### config.mk
export PLATFORM = sky130hd
export DESIGN_NAME = shift_sequencer_flat
export DESIGN_NICKNAME = d
export VERILOG_FILES = /design/src/rtl/shift_sequencer_if.sv /design/src/rtl/shift_sequencer.sv /design/src/flat_wrapper.sv
export SDC_FILE = /design/constraint.sdc
export NUM_CORES = 1
export LEC_CHECK = 0
export CELL_PAD_IN_SITES_DETAIL_PLACEMENT = 1
export CELL_PAD_IN_SITES_GLOBAL_PLACEMENT = 1
export CORE_MARGIN = 3
export CORE_UTILIZATION = 35
export DETAILED_ROUTE_END_ITERATION = 7
export PLACE_DENSITY = 0.87
export SKIP_LAST_GASP = 1
export SYNTH_ARGS = -nofsm -noshare
export SYNTH_HDL_FRONTEND = slang
export SYNTH_SLANG_ARGS = --single-unit
### constraint.sdc
create_clock -name clk -period 2.9 [get_ports clk]
set_clock_uncertainty 0.1 [all_clocks]
set_input_delay 0.435 -clock clk [delete_from_list [all_inputs] [get_ports clk]]
set_output_delay 0.435 -clock clk [all_outputs]
set_load 0.1 [all_outputs]
### src/rtl/shift_sequencer_if.sv
// Command / result handshake bundle between a command source and shift_sequencer.
// The source side uses the master modport and the sequencer uses the slave modport.
interface shift_sequencer_if #(
   parameter int AMT_W = 5
);
   logic             cmd_valid;
   logic             cmd_ready;
   logic             cmd_rotate;
   logic             cmd_dir;
   logic [AMT_W-1:0] cmd_amount;
   logic [3:0]       cmd_data;
   logic             res_valid;
   logic             res_ready;
   logic [3:0]       res_data;
   logic [2:0]       res_passes;

   modport master (
      output cmd_valid, cmd_rotate, cmd_dir, cmd_amount, cmd_data, res_ready,
      input  cmd_ready, res_valid, res_data, res_passes
   );

   modport slave (
      input  cmd_valid, cmd_rotate, cmd_dir, cmd_amount, cmd_data, res_ready,
      output cmd_ready, res_valid, res_data, res_passes
   );
endinterface

### src/rtl/shift_sequencer.sv
// Drives an external 4-bit barrel shifter (0..3 positions per pass) over several
// passes to perform a shift or rotate by any amount.
module shift_sequencer #(
   parameter int AMT_W = 5
) (
   input  logic                 clk,
   input  logic                 rst,
   shift_sequencer_if.slave     bus,
   output logic                 busy,
   output logic                 sh_select,
   output logic                 sh_direction,
   output logic [1:0]           sh_shift_value,
   output logic [3:0]           sh_din,
   input  logic [3:0]           sh_dout
);

   typedef enum logic [1:0] {
      IDLE = 2'd0,
      RUN  = 2'd1,
      DONE = 2'd2
   } state_t;

   state_t     state_r;
   logic [3:0] data_r;
   logic [2:0] rem_r;
   logic [2:0] passes_r;
   logic       rot_r;
   logic       dir_r;
   logic [1:0] step_r;
   logic       cmd_ready_r;
   logic       res_valid_r;
   logic       busy_r;
   logic [3:0] res_data_r;
   logic [2:0] res_passes_r;

   logic [2:0] eff_s;
   logic [2:0] rem_next_s;

   // Rotates wrap every 4 positions; shifts of 4 or more leave an all-zero word.
   function automatic logic [2:0] eff_amount(input logic rotate, input logic [AMT_W-1:0] amount);
      logic [2:0] eff;
      if (rotate) begin
         eff = {1'b0, amount[1:0]};
      end else if (amount > AMT_W'(3)) begin
         eff = 3'd4;
      end else begin
         eff = amount[2:0];
      end
      return eff;
   endfunction

   function automatic logic [1:0] pass_step(input logic [2:0] rem);
      logic [1:0] step;
      if (rem > 3'd3) begin
         step = 2'd3;
      end else begin
         step = rem[1:0];
      end
      return step;
   endfunction

   // Effective amount of the offered command and remaining distance after this pass.
   always_comb begin
      eff_s      = eff_amount(bus.cmd_rotate, bus.cmd_amount);
      rem_next_s = rem_r - {1'b0, step_r};
   end

   // Sequencer FSM; step_r is preloaded so the shift amount is already stable in RUN.
   always_ff @(posedge clk or posedge rst) begin
      if (rst) begin
         state_r      <= IDLE;
         data_r       <= 4'd0;
         rem_r        <= 3'd0;
         passes_r     <= 3'd0;
         rot_r        <= 1'b0;
         dir_r        <= 1'b0;
         step_r       <= 2'd0;
         cmd_ready_r  <= 1'b1;
         res_valid_r  <= 1'b0;
         busy_r       <= 1'b0;
         res_data_r   <= 4'd0;
         res_passes_r <= 3'd0;
      end else begin
         case (state_r)
            IDLE: begin
               if (bus.cmd_valid) begin
                  data_r      <= bus.cmd_data;
                  rot_r       <= bus.cmd_rotate;
                  dir_r       <= bus.cmd_dir;
                  passes_r    <= 3'd0;
                  rem_r       <= eff_s;
                  cmd_ready_r <= 1'b0;
                  busy_r      <= 1'b1;
                  if (eff_s == 3'd0) begin
                     state_r      <= DONE;
                     step_r       <= 2'd0;
                     res_valid_r  <= 1'b1;
                     res_data_r   <= bus.cmd_data;
                     res_passes_r <= 3'd0;
                  end else begin
                     state_r <= RUN;
                     step_r  <= pass_step(eff_s);
                  end
               end else begin
                  state_r <= IDLE;
               end
            end
            RUN: begin
               data_r   <= sh_dout;
               rem_r    <= rem_next_s;
               passes_r <= passes_r + 3'd1;
               if (rem_next_s == 3'd0) begin
                  state_r      <= DONE;
                  step_r       <= 2'd0;
                  res_valid_r  <= 1'b1;
                  res_data_r   <= sh_dout;
                  res_passes_r <= passes_r + 3'd1;
               end else begin
                  state_r <= RUN;
                  step_r  <= pass_step(rem_next_s);
               end
            end
            DONE: begin
               if (bus.res_ready) begin
                  state_r     <= IDLE;
                  res_valid_r <= 1'b0;
                  cmd_ready_r <= 1'b1;
                  busy_r      <= 1'b0;
               end else begin
                  state_r <= DONE;
               end
            end
            default: begin
               state_r     <= IDLE;
               step_r      <= 2'd0;
               res_valid_r <= 1'b0;
               cmd_ready_r <= 1'b1;
               busy_r      <= 1'b0;
            end
         endcase
      end
   end

   assign bus.cmd_ready  = cmd_ready_r;
   assign bus.res_valid  = res_valid_r;
   assign bus.res_data   = res_data_r;
   assign bus.res_passes = res_passes_r;
   assign busy           = busy_r;
   assign sh_select      = rot_r;
   assign sh_direction   = dir_r;
   assign sh_shift_value = step_r;
   assign sh_din         = data_r;

endmodule

### src/flat_wrapper.sv
// flat-port wrapper written by rule: the top's interface ports become plain ports
module shift_sequencer_flat 
#(
   parameter int AMT_W = 5
)
  (clk, rst, busy, sh_select, sh_direction, sh_shift_value, sh_din, sh_dout, bus_cmd_valid, bus_cmd_rotate, bus_cmd_dir, bus_cmd_amount, bus_cmd_data, bus_res_ready, bus_cmd_ready, bus_res_valid, bus_res_data, bus_res_passes);
  shift_sequencer_if #(.AMT_W(AMT_W)) bus_i ();
  input  logic clk;
  input  logic rst;
  output logic busy;
  output logic sh_select;
  output logic sh_direction;
  output logic [1:0] sh_shift_value;
  output logic [3:0] sh_din;
  input  logic [3:0] sh_dout;
  input wire logic [$bits(bus_i.cmd_valid)-1:0] bus_cmd_valid;
  input wire logic [$bits(bus_i.cmd_rotate)-1:0] bus_cmd_rotate;
  input wire logic [$bits(bus_i.cmd_dir)-1:0] bus_cmd_dir;
  input wire logic [$bits(bus_i.cmd_amount)-1:0] bus_cmd_amount;
  input wire logic [$bits(bus_i.cmd_data)-1:0] bus_cmd_data;
  input wire logic [$bits(bus_i.res_ready)-1:0] bus_res_ready;
  output wire logic [$bits(bus_i.cmd_ready)-1:0] bus_cmd_ready;
  output wire logic [$bits(bus_i.res_valid)-1:0] bus_res_valid;
  output wire logic [$bits(bus_i.res_data)-1:0] bus_res_data;
  output wire logic [$bits(bus_i.res_passes)-1:0] bus_res_passes;
  assign bus_i.cmd_valid = bus_cmd_valid;
  assign bus_i.cmd_rotate = bus_cmd_rotate;
  assign bus_i.cmd_dir = bus_cmd_dir;
  assign bus_i.cmd_amount = bus_cmd_amount;
  assign bus_i.cmd_data = bus_cmd_data;
  assign bus_i.res_ready = bus_res_ready;
  assign bus_cmd_ready = bus_i.cmd_ready;
  assign bus_res_valid = bus_i.res_valid;
  assign bus_res_data = bus_i.res_data;
  assign bus_res_passes = bus_i.res_passes;
  shift_sequencer #(.AMT_W(AMT_W)) u_core (.clk(clk), .rst(rst), .bus(bus_i), .busy(busy), .sh_select(sh_select), .sh_direction(sh_direction), .sh_shift_value(sh_shift_value), .sh_din(sh_din), .sh_dout(sh_dout));
endmodule
==> impl_metrics.ini <==
[routing]
ant_nets = 0
drt_iter0_markers = 29
vias = 1078
viasPerCell = 5.158
drt_pass1_iterations = 4
drt_wl_total_um = 3374
wire_per_inst_um = 16.14
drcViolationCount = 0

[yosys]
synth_area_leaders = dfrtp_1 49%, nand2_1 5.0%, mux2_2 4.4%, o21ai_0 3.9%, inv_1 3.5%
syn_nets = 147
syn_inst = 125
synth_edf_count = 0
yosysTopAreaCell = dfrtp_1
synth_top_area_share_pct = 48.92
synth.yosys.seq_area_share_pct = 50.98
yosysWarnings = 0
synth.distinct_cells = 38
async_flop_share_pct = 100.0
synth_ff_type = dfrtp_1
yosys-top-cells-count = 25 x dfrtp_1, 17 x nand2_1, 12 x inv_1
ys_ff_latch = 26
yosys.cell_count.top_type = dfrtp_1
netlist_area_um2 = 1279
avgSynthCellArea_um2 = 10.23

[global_route]
grt_usage_pct = 17.17
grt_pass1_vias = 1176
grt_pass1_wl_um = 5671
grt_max_degree = 27
grt_overflow = 0
grt_antenna_before_repair = 0

[critical_path]
startpoint_type = flip-flop
critPathArrivalTime_ns = 2.53
crit_required_ns = 3.02
cp-end-kind = flip-flop
worstSetupPathType = reg -> reg
crit_path_top_delay_cell = fa_1
cp_common_cell = inv_1
critPathMaxFanout = 9
slowest_delay_ns = 0.45
crit_chain = inv_1 > ha_1 > inv_1 > fa_1 > xor2_1 > nand4_2 > o21ai_4 > mux2_4

[cts]
ctsHoldBuffers = 0
tritoncts = built
clock_path_buffers = 2
post_cts_buffers = 0
cts_root_buf = clkbuf_4
cts.sinks = 26
htreeDepth = 1
ctsResizeCount = 0
clkTransAtPathRegs_ns = 0.14
cts_inserted_buffers = 3
insertion_delay_ns = 0.32

[floorplanning]
num_io_pins = 37
initial_core_util_pct = 37.44
core_um2 = 3416
dieArea_um2 = 4415
rows = 21
die_x_um = 66.45
die_y_um = 66.45

[job]
cap_violations = 0

[final_layout]
regArea_um2 = 651.9
area_growth_pct = 31.41
drive_gt1_share_pct = 22.70
nets = 186
diodes = 0
fillers = 403
layoutNonFillerInstCount = 209
multi_input_area_um2 = 559.3

[placed_design]
pre_cts_ws_ns = 0.5396
io_buffers = 36
routabilityCongestion = 0.8145
hpwl_um = 2609
dp_cells = 205

[timing]
hold_viol_final = 0
worst_slack_ns = 0.4874
worst_pin_slew_ns = 0.4994
setup_tns_ns = 0
max_freq_mhz = 414.5
relSlewSlack_pct = 66.71
period_minus_slack_ns = 2.413
period_share_pct = 83.19
drv_slew = 0
setup-violations-final = 0
rsz0062_at_grt = false

[run_status]
status = completed

[worst_hold_path]
hold_path_class = in -> async
[metal layers]
metal / vias to the layer above / part of all wire [%] / GRT usage [%]
li1: 501 / - / -
met1: 539 / 42 / 21.18
met2: 34 / 52 / 29.99
met3: 4 / 4.7 / 3.571
met4: 0 / 1.0 / 4.822
met5: - / 0 / 0
[cells in the final DEF (no fill, tap or decap), types with 2 or more instances in the layout]
| master | count |
|---|---|
| mux2i_1 | 2 |
| nor2_1 | 8 |
| nor3_1 | 2 |
| o21ai_0 | 10 |
| clkbuf_4 | 3 |
| a21oi_1 | 5 |
| clkdlybuf4s50_1 | 18 |
| nor2b_1 | 2 |
| o22ai_1 | 4 |
| a2bb2oi_1 | 2 |
| mux2_4 | 3 |
| mux2_2 | 5 |
| dfrtp_1 | 25 |
| ha_1 | 2 |
| inv_1 | 12 |
| nand2_1 | 17 |
| buf_4 | 20 |
[registers in the layout, summed over array words and instances (netlist names)]
signal                 cells
u_core.sh_shift_value      2
u_core.busy                1
u_core.state_r             2
u_core.sh_direction        1
u_core.bus.res_passes      3
u_core.sh_din              4
u_core.bus.res_valid       1
u_core.passes_r            3
u_core.bus.cmd_ready       1
u_core.bus.res_data        4
u_core.sh_select           1
u_core.rem_r               3
[final cells by class]
cell class | instances | area share [%]
flip-flops and latches | 26 | 38.79
multi-input cells | 83 | 33.28
repair buffers | 38 | 19.66
well taps | 46 | 3.425
inverters | 12 | 2.681
clock buffers | 4 | 2.159
[logic make-up (layout without fill, tap and decap cells)]
| logic type | Yosys count | after routing | synth area share, % |
|---|---|---|---|
| compound gates | 31 | 31 | 15.75 |
| xor+xnor | 2 | 2 | 1.370 |
| fa+ha+maj | 3 | 3 | 3.522 |
| buf+inv | 16 | 54 | 5.283 |
| flops | 26 | 26 | 50.98 |
| mux | 10 | 10 | 9.491 |
| simple gates | 37 | 37 | 13.60 |
[per-stage QoR]
step                      hold WS (ns)  area (um2)  util, %
after global routing            0.3708        1680    49.19
after global placement          0.3662        1644    48.13
after detailed placement        0.3838        1644    48.13
final                           0.3446        1680    49.19
after floorplan                 0.3498        1279        -
after CTS                       0.3582        1680    49.19
[worst max-delay path, delay by kind of cell (launching register included)]
family | cells | cell delay [ns]
adder cells (fa/ha/maj) | 2 | 0.58
flip-flops | 1 | 0.41
multiplexers | 1 | 0.35
XOR/XNOR | 1 | 0.33
AND/OR/NAND/NOR | 1 | 0.22
AO/OA/AOI/OAI | 1 | 0.21
buffers and inverters | 2 | 0.11
[worst paths after layout]
check,startpoint,to,slack [ns],cells after the start
max,u_core.rem_r[0]$_DFFE_PP0P_,u_core.bus.res_data[1]$_DFFE_PP0P_,0.49,8
min,rst,u_core.bus.res_data[1]$_DFFE_PP0P_,0.34,3
max reg2reg,u_core.rem_r[0]$_DFFE_PP0P_,u_core.bus.res_data[1]$_DFFE_PP0P_,0.49,8
min reg2reg,u_core.sh_din[0]$_DFFE_PP0P_,u_core.sh_din[0]$_DFFE_PP0P_,0.41,2
max in group asynchronous,rst,u_core.bus.cmd_ready$_DFFE_PP1P_,2.05,3
min in group clk,u_core.sh_din[0]$_DFFE_PP0P_,u_core.sh_din[0]$_DFFE_PP0P_,0.41,2
Power is left out: the tool's default activity adds up to more than one toggle a clock period on the data nets, which glitch-free logic cannot reach.
